[config.mk]
export PLATFORM = sky130hd
export DESIGN_NAME = fft_sample_loader_flat
export DESIGN_NICKNAME = d
export VERILOG_FILES = /design/src/rtl/fft_sample_loader_if.sv /design/src/rtl/fft_sample_loader.sv /design/src/flat_wrapper.sv
export SDC_FILE = /design/constraint.sdc
export NUM_CORES = 1
export LEC_CHECK = 0
export CAP_MARGIN = 20
export CELL_PAD_IN_SITES_DETAIL_PLACEMENT = 1
export CELL_PAD_IN_SITES_GLOBAL_PLACEMENT = 2
export CORE_ASPECT_RATIO = 0.8
export CORE_MARGIN = 4
export CORE_UTILIZATION = 32
export CTS_CLUSTER_SIZE = 25
export DETAILED_ROUTE_END_ITERATION = 7
export GPL_TIMING_DRIVEN = 0
export PLACE_DENSITY_LB_ADDON = 0.15
export SYNTH_ARGS = -nofsm -noshare
export SYNTH_HDL_FRONTEND = slang
export SYNTH_SLANG_ARGS = --single-unit
[constraint.sdc]
create_clock -name i_CLK -period 2.8 [get_ports i_CLK]
set_input_delay 0.28 -clock i_CLK [delete_from_list [all_inputs] [get_ports i_CLK]]
set_output_delay 0.28 -clock i_CLK [all_outputs]
set_load 0.02 [all_outputs]
[src/rtl/fft_sample_loader_if.sv]
// Stream-in / RAM-write bundle for fft_sample_loader.
//   slave  : loader side (consumes start/valid/samples, drives ready/busy/RAM writes/done)
//   master : upstream side (drives start/valid/samples, observes the rest)
interface fft_sample_loader_if #(
   parameter int unsigned WORD_SIZE   = 74,
   parameter int unsigned SAMPLE_SIZE = 16,
   parameter int unsigned ADDR_SIZE   = 4
);
   logic                   i_start;
   logic                   i_valid;
   logic [SAMPLE_SIZE-1:0] i_sample_re;
   logic [SAMPLE_SIZE-1:0] i_sample_im;
   logic                   o_ready;
   logic                   o_busy;
   logic                   o_wren;
   logic [ADDR_SIZE-1:0]   o_wraddr_A;
   logic [ADDR_SIZE-1:0]   o_wraddr_B;
   logic [WORD_SIZE-1:0]   o_wrdata_A;
   logic [WORD_SIZE-1:0]   o_wrdata_B;
   logic                   o_done;

   modport slave (
      input  i_start, i_valid, i_sample_re, i_sample_im,
      output o_ready, o_busy, o_wren, o_wraddr_A, o_wraddr_B, o_wrdata_A, o_wrdata_B, o_done
   );

   modport master (
      output i_start, i_valid, i_sample_re, i_sample_im,
      input  o_ready, o_busy, o_wren, o_wraddr_A, o_wraddr_B, o_wrdata_A, o_wrdata_B, o_done
   );
endinterface

[src/rtl/fft_sample_loader.sv]
// FFT input stage: accepts FFT_SIZE complex samples on a valid/ready stream, sign-extends
// each part to WORD_SIZE/2 bits and writes even/odd sample pairs into the FFT RAM through
// its A/B ports. A one-cycle o_done follows the final pair write.
// Ports:
//   i_CLK  - clock, rising edge
//   i_RST  - asynchronous active-low reset
//   bus    - fft_sample_loader_if.slave (start/valid/samples in; ready/busy/RAM write/done out)
// All outputs are registered.
module fft_sample_loader #(
   parameter int unsigned WORD_SIZE   = 74,
   parameter int unsigned SAMPLE_SIZE = 16,
   parameter int unsigned FFT_SIZE    = 8,
   parameter int unsigned ADDR_SIZE   = 4,
   parameter int unsigned BASE_ADDR   = 0
) (
   input logic               i_CLK,
   input logic               i_RST,
   fft_sample_loader_if.slave bus
);

   localparam int unsigned HalfW = WORD_SIZE / 2;
   localparam int unsigned CntW  = $clog2(FFT_SIZE);

   typedef enum logic [1:0] {StIdle, StLoad, StFlush, StDone} state_e;

   state_e                state_q, state_d;
   logic [CntW-1:0]       n_q, n_d;
   logic [WORD_SIZE-1:0]  hold_q, hold_d;
   logic                  ready_q, ready_d;
   logic                  busy_q, busy_d;
   logic                  wren_q, wren_d;
   logic                  done_q, done_d;
   logic [ADDR_SIZE-1:0]  addr_a_q, addr_a_d;
   logic [ADDR_SIZE-1:0]  addr_b_q, addr_b_d;
   logic [WORD_SIZE-1:0]  data_a_q, data_a_d;
   logic [WORD_SIZE-1:0]  data_b_q, data_b_d;

   logic                  accept;
   logic [HalfW-1:0]      re_ext, im_ext;
   logic [WORD_SIZE-1:0]  word;
   logic [ADDR_SIZE-1:0]  addr_odd;

   // Size cast of a signed operand sign-extends.
   assign re_ext   = HalfW'(signed'(bus.i_sample_re));
   assign im_ext   = HalfW'(signed'(bus.i_sample_im));
   assign word     = {re_ext, im_ext};
   assign accept   = (state_q == StLoad) && bus.i_valid;
   assign addr_odd = ADDR_SIZE'(BASE_ADDR) + ADDR_SIZE'(n_q);

   always_comb begin
      state_d  = state_q;
      n_d      = n_q;
      hold_d   = hold_q;
      wren_d   = 1'b0;
      done_d   = 1'b0;
      addr_a_d = addr_a_q;
      addr_b_d = addr_b_q;
      data_a_d = data_a_q;
      data_b_d = data_b_q;

      unique case (state_q)
         StIdle: begin
            if (bus.i_start) begin
               state_d = StLoad;
               n_d     = '0;
            end
         end
         StLoad: begin
            if (accept) begin
               n_d = n_q + 1'b1;
               if (n_q[0]) begin
                  // Odd sample completes a pair: write hold + current word next cycle.
                  wren_d   = 1'b1;
                  addr_a_d = addr_odd - ADDR_SIZE'(1);
                  addr_b_d = addr_odd;
                  data_a_d = hold_q;
                  data_b_d = word;
               end else begin
                  hold_d = word;
               end
               if (n_q == CntW'(FFT_SIZE - 1)) state_d = StFlush;
            end
         end
         // The final pair write is already on the bus during this state.
         StFlush: begin
            state_d = StDone;
            done_d  = 1'b1;
         end
         StDone: state_d = StIdle;
         default: state_d = StIdle;
      endcase

      ready_d = (state_d == StLoad);
      busy_d  = (state_d != StIdle);
   end

   always_ff @(posedge i_CLK or negedge i_RST) begin
      if (!i_RST) begin
         state_q  <= StIdle;
         n_q      <= '0;
         hold_q   <= '0;
         ready_q  <= 1'b0;
         busy_q   <= 1'b0;
         wren_q   <= 1'b0;
         done_q   <= 1'b0;
         addr_a_q <= '0;
         addr_b_q <= '0;
         data_a_q <= '0;
         data_b_q <= '0;
      end else begin
         state_q  <= state_d;
         n_q      <= n_d;
         hold_q   <= hold_d;
         ready_q  <= ready_d;
         busy_q   <= busy_d;
         wren_q   <= wren_d;
         done_q   <= done_d;
         addr_a_q <= addr_a_d;
         addr_b_q <= addr_b_d;
         data_a_q <= data_a_d;
         data_b_q <= data_b_d;
      end
   end

   assign bus.o_ready    = ready_q;
   assign bus.o_busy     = busy_q;
   assign bus.o_wren     = wren_q;
   assign bus.o_done     = done_q;
   assign bus.o_wraddr_A = addr_a_q;
   assign bus.o_wraddr_B = addr_b_q;
   assign bus.o_wrdata_A = data_a_q;
   assign bus.o_wrdata_B = data_b_q;

endmodule

[src/flat_wrapper.sv]
// flat-port wrapper written by rule: the top's interface ports become plain ports
module fft_sample_loader_flat 
#(
   parameter int unsigned WORD_SIZE   = 74,
   parameter int unsigned SAMPLE_SIZE = 16,
   parameter int unsigned FFT_SIZE    = 8,
   parameter int unsigned ADDR_SIZE   = 4,
   parameter int unsigned BASE_ADDR   = 0
)
  (i_CLK, i_RST, bus_i_start, bus_i_valid, bus_i_sample_re, bus_i_sample_im, bus_o_ready, bus_o_busy, bus_o_wren, bus_o_wraddr_A, bus_o_wraddr_B, bus_o_wrdata_A, bus_o_wrdata_B, bus_o_done);
  fft_sample_loader_if #(.WORD_SIZE(WORD_SIZE), .SAMPLE_SIZE(SAMPLE_SIZE), .ADDR_SIZE(ADDR_SIZE)) bus_i ();
  input logic i_CLK;
  input logic i_RST;
  input wire logic [$bits(bus_i.i_start)-1:0] bus_i_start;
  input wire logic [$bits(bus_i.i_valid)-1:0] bus_i_valid;
  input wire logic [$bits(bus_i.i_sample_re)-1:0] bus_i_sample_re;
  input wire logic [$bits(bus_i.i_sample_im)-1:0] bus_i_sample_im;
  output wire logic [$bits(bus_i.o_ready)-1:0] bus_o_ready;
  output wire logic [$bits(bus_i.o_busy)-1:0] bus_o_busy;
  output wire logic [$bits(bus_i.o_wren)-1:0] bus_o_wren;
  output wire logic [$bits(bus_i.o_wraddr_A)-1:0] bus_o_wraddr_A;
  output wire logic [$bits(bus_i.o_wraddr_B)-1:0] bus_o_wraddr_B;
  output wire logic [$bits(bus_i.o_wrdata_A)-1:0] bus_o_wrdata_A;
  output wire logic [$bits(bus_i.o_wrdata_B)-1:0] bus_o_wrdata_B;
  output wire logic [$bits(bus_i.o_done)-1:0] bus_o_done;
  assign bus_i.i_start = bus_i_start;
  assign bus_i.i_valid = bus_i_valid;
  assign bus_i.i_sample_re = bus_i_sample_re;
  assign bus_i.i_sample_im = bus_i_sample_im;
  assign bus_o_ready = bus_i.o_ready;
  assign bus_o_busy = bus_i.o_busy;
  assign bus_o_wren = bus_i.o_wren;
  assign bus_o_wraddr_A = bus_i.o_wraddr_A;
  assign bus_o_wraddr_B = bus_i.o_wraddr_B;
  assign bus_o_wrdata_A = bus_i.o_wrdata_A;
  assign bus_o_wrdata_B = bus_i.o_wrdata_B;
  assign bus_o_done = bus_i.o_done;
  fft_sample_loader #(.WORD_SIZE(WORD_SIZE), .SAMPLE_SIZE(SAMPLE_SIZE), .FFT_SIZE(FFT_SIZE), .ADDR_SIZE(ADDR_SIZE), .BASE_ADDR(BASE_ADDR)) u_core (.i_CLK(i_CLK), .i_RST(i_RST), .bus(bus_i));
endmodule
**After elaboration in Yosys (flattened, before gate mapping)**

Cells that the tools add are included.
Widths: inputs -> output; s select.

- $add $sub $neg: 2
- Multiply operators: 0
- Divide/modulo/power cells: 0
- Order comparisons: 0
- Equality and inequality tests: 7
- Shift-type cells: 0
- Multiplexer cells: 11
- Bitwise logic cells: 1
- Reductions and logical operators: 7

Operator list:

| kind | number |
|---|---|
| $reduce_and 3->1 | 3 |
| $pmux 2 s4 | 1 |
| $mux 2 | 3 |
| $mux 3 | 2 |
| $pmux 3 s2 | 1 |
| $eq 2x1->1 const B | 2 |
| $eq 2x2->1 const B | 2 |
| $mux 1 | 4 |
| $reduce_bool 2->1 | 2 |
| $sub 3x1->4 const B | 1 |
| $add 3x1->3 const B | 1 |
| $eq 3x3->1 const B | 1 |
| $logic_not 2->1 | 1 |
| $ne 2x1->1 const B | 1 |
| $ne 2x2->1 const B | 1 |
| $logic_and 1x1->1 | 1 |
| $not 1->1 | 1 |

- Bits in registers: 175
- Latch bits: 0
- Memory bits (writable): 0
- Memory bits (read-only): 0
- Bits of input ports: 36
- Output and inout bits: 160
- Logic and storage cells: 39
- Memories: 0

**Logic depth before layout (Yosys ltp)**

- Depth in word-level cells: 5
- Depth in mapped cells: 5
- Mapped depth without buffers: 4

**Worst setup path after synthesis**

OpenSTA, ideal clock, no wires.

- Kind: reg2reg
- Start point: register u_core.state_q[1]
- End point: register u_core.hold_q[43]
- Setup time: 0.125 ns
- Arrival time: 1.304 ns
- Data required time: 2.675 ns
- Setup slack: 1.371 ns
- Stages on the path, launching flop included: 6
- Path buffers: 3
- Cells stage by stage: dfrtp_1 > buf_6 > and4bb_1 > buf_6 > buf_6 > mux2_2

- Word-level cells in the longest chain between the ends: 3

RTL lines:

| element | RTL line | RTL |
|---|---|---|
| from (decl) | fft_sample_loader.sv:26 | `state_e state_q, state_d;` |
| from (signal assigned) | fft_sample_loader.sv:99 | `state_q <= StIdle;` |
| from (signal assigned) | fft_sample_loader.sv:111 | `state_q <= state_d;` |
| $eq 2x1->1 (*) | fft_sample_loader.sv:47, fft_sample_loader.sv:61 |  |
| $logic_and 1x1->1 | fft_sample_loader.sv:47 | `assign accept = (state_q == StLoad) && bus.i_valid;` |
| $reduce_and 3->1 (no line) (*) | - |  |
| to (signal assigned) | fft_sample_loader.sv:113 | `hold_q <= hold_d;` |
| to (decl) | fft_sample_loader.sv:28 | `logic [WORD_SIZE-1:0] hold_q, hold_d;` |

Mark *: on every way between the ends. The rest lies on a longest branch, timed or not.
A chain may end at the register's enable or synchronous reset.

==> impl_metrics.env <==
export IMPL_worstHoldPathType="in2async"
export IMPL_io_buffers=194
export IMPL_path_cells="buf_4, clkdlybuf4s50_1"
export IMPL_critPathLaunchType="flip-flop"
export IMPL_place_congestion=0.710
export IMPL_finalMaxSlewViolations=0
export IMPL_layout_commonest_cell="clkdlybuf4s50_1"
export IMPL_rsz0062_at_grt="false"
export IMPL_p_total_uw=11000
export IMPL_setup_violations=0
export IMPL_clock_power_share=0.109
export IMPL_leakagePower_uw=0.00363
export IMPL_areaGrowthSynthToFinish_pct=48.0
export IMPL_cts_hold_buf=1
export IMPL_crit_arrival_ns=1.94
export IMPL_cts_root_buf="clkbuf_16"
export IMPL_worst_pin_slew_ns=0.666
export IMPL_switchingPower_uw=3990
export IMPL_clk_pin_slew_ns=0.08
export IMPL_grt_antenna_before_repair=0
export IMPL_cpLargestDelayFamily="buffers and inverters"
export IMPL_avgSynthCellArea_um2=15.3
export IMPL_cts_resized=0
export IMPL_synth_top_area_share=0.534
export IMPL_wire_per_inst_um=16.3
export IMPL_critPathBufInv=2
export IMPL_syn_nets=382
export IMPL_fp_row_count=41
export IMPL_final_cell_mix="clkdlybuf4s50_1, dfrtp_1, buf_4, mux2_4, mux2_2"
export IMPL_combPwrFrac=0.617
export IMPL_ant_nets=0
export IMPL_finalNonFillerCells=770
export IMPL_slew_headroom=0.556
export IMPL_swShare=0.362
export IMPL_period_share=0.793
export IMPL_die_area_um2=18500
export IMPL_mappedNetlistArea_um2=5250
export IMPL_yosysTopAreaCell="dfrtp_1"
export IMPL_required_ns=2.52
export IMPL_num_vias=3204
export IMPL_ys_ff_latch=112
export IMPL_holdWs_ns=0.342
export IMPL_clock_sinks=112
export IMPL_drive_above_1_share=0.387
export IMPL_antennaDiodeCount=0
export IMPL_drv_cap=0
export IMPL_ys_seq_area_frac=0.534
export IMPL_cts_tree="built"
export IMPL_gr_total_overflow=0
export IMPL_cts_buffers=9
export IMPL_power_frac_seq=0.274
export IMPL_crit_type="reg2out"
export IMPL_crit_path_max_fanout=23
export IMPL_dr_pass1_iters=4
export IMPL_final_util=0.487
export IMPL_grt_pass1_wl_mm=19.3
export IMPL_grt_max_degree=92
export IMPL_status="finished, final reports clean"
export IMPL_finalHoldViolCount=0
export IMPL_dp_cells=753
export IMPL_cts_buffer_depth=2
export IMPL_die_w_um=151
export IMPL_fin_setup_tns_ns=0
export IMPL_fin_crit_ns=2.22
export IMPL_p_int_uw=7040
export IMPL_routed_wl_mm=12.6
export IMPL_max_stage_delay_ns=0.77
export IMPL_grt_usage=0.135
export IMPL_htree_levels=3
export IMPL_power_density_nw_per_um2=1420
export IMPL_synth_distinct_cells=28
export IMPL_yosysWarnings=0
export IMPL_post_dp_hpwl_mm=9.39
export IMPL_die_h_um=123
export IMPL_max_freq_mhz=450
export IMPL_drc=0
export IMPL_initial_core_util=0.329
export IMPL_boundaryPins=196
export IMPL_yosys_top_cells_area="dfrtp_1, mux2_4, buf_4"
export IMPL_dr_first_iter_drc_count=58
export IMPL_core_um2=16000
export IMPL_grt_pass1_vias=3427
export IMPL_cts_setup_buffers=0
export IMPL_critPathSlowestCell="dfrtp_1"
export IMPL_fin_skew_ns=0.00595
export IMPL_insertion_delay_ns=0.35
export IMPL_peakVddDrop_mv=0.487
export IMPL_routed_via_density=4.16
export IMPL_final_nets=589
export IMPL_syn_inst=343
export IMPL_cp_end_kind="primary output"
## cell usage after synthesis
cell type  number
a211o_1         2
a21o_1          1
a21oi_1         1
a221o_1         1
and2_1          2
and3_1          1
and3b_1         2
and4b_1         2
and4bb_1        1
buf_12          6
buf_4          85
buf_6           7
clkbuf_1        1
conb_1          1
dfrtp_1       112
ha_1            3
inv_1           5
mux2_2         32
mux2_4         67
mux2i_1         1
nand2b_1        1
nand4b_1        1
nor2_1          2
nor2b_1         2
nor3_1          1
o21bai_1        1
o22ai_1         1
xor2_1          1
## per-stage QoR
| stage | area, µm² | setup WS (ns) |
|---|---|---|
| after floorplan | 5250 | 1.37 |
| after global placement | 7460 | -2.93 |
| after detailed placement | 7490 | 0.798 |
| after CTS | 7770 | 0.523 |
| after global routing | 7770 | 0.428 |
| final | 7770 | 0.579 |
## area by class of cell
class	count	area, µm²
Inverter	5	18.8
Sequential cell	112	2800
Fill cell	1615	8180
Multi-Input combinational cell	127	1590
Tap cell	215	269
Buffer	99	841
Timing Repair Buffer	196	1980
Clock inverter	7	47.5
Clock buffer	9	225
## path summary, 6_finish.rpt
kind	endpoint	cells past startpoint	slack [ns]	startpoint
min	u_core.bus.o_wrdata_B[42]$_DFFE_PN0P_	2	0.34	i_RST
min in group i_CLK	u_core.bus.o_wraddr_B[0]$_DFFE_PN0P_	1	0.47	u_core.bus.o_wraddr_B[0]$_DFFE_PN0P_
max in group asynchronous	u_core.bus.o_wrdata_A[6]$_DFFE_PN0P_	3	1.74	i_RST
min reg2reg	u_core.bus.o_wraddr_B[0]$_DFFE_PN0P_	1	0.47	u_core.bus.o_wraddr_B[0]$_DFFE_PN0P_
max reg2reg	u_core.hold_q[50]$_DFFE_PN0P_	5	1.22	u_core.state_q[1]$_DFF_PN0_
max	bus_o_wrdata_A[63]	2	0.58	u_core.bus.o_wrdata_A[52]$_DFFE_PN0P_
## power groups by stage
stage          logic [µW]  registers (µW)  clock network, µW
2_1_floorplan        3490            3570                  0
3_3_place_gp         6820            3010                  0
3_5_place_dp         6910            3070                  0
4_1_cts              6930            3050               1260
5_1_grt              7190            3170               1330
6_report             6810            3020               1200
## layer usage
| metal | vias to the layer above | track usage | wire length [µm] |
|---|---|---|---|
| met5 | - | 0 | 0 |
| met4 | 0 | 0.0255 | 92 |
| met3 | 7 | 0.0613 | 1370 |
| met2 | 124 | 0.217 | 5910 |
| met1 | 1583 | 0.169 | 5180 |
| li1 | 1490 | - | - |
## kinds of logic after synthesis
kind of cell,Yosys count,synth area share
flops,112,0.534
buf+inv,104,0.164
mux,100,0.262
simple gates,15,0.0207
compound gates,7,0.0102
fa+ha+maj,3,0.00715
other cells,1,0.000714
xor+xnor,1,0.00167
## sequential cells by signal, indices dropped and copies added, names as in the netlist
register	cells
u_core.bus.o_busy	1
u_core.bus.o_done	1
u_core.bus.o_ready	1
u_core.bus.o_wraddr_A	4
u_core.bus.o_wraddr_B	3
u_core.bus.o_wrdata_A	32
u_core.bus.o_wrdata_B	32
u_core.bus.o_wren	1
u_core.hold_q	32
u_core.n_q	3
u_core.state_q	2
Note: power is estimated with default switching activity, not from simulation.
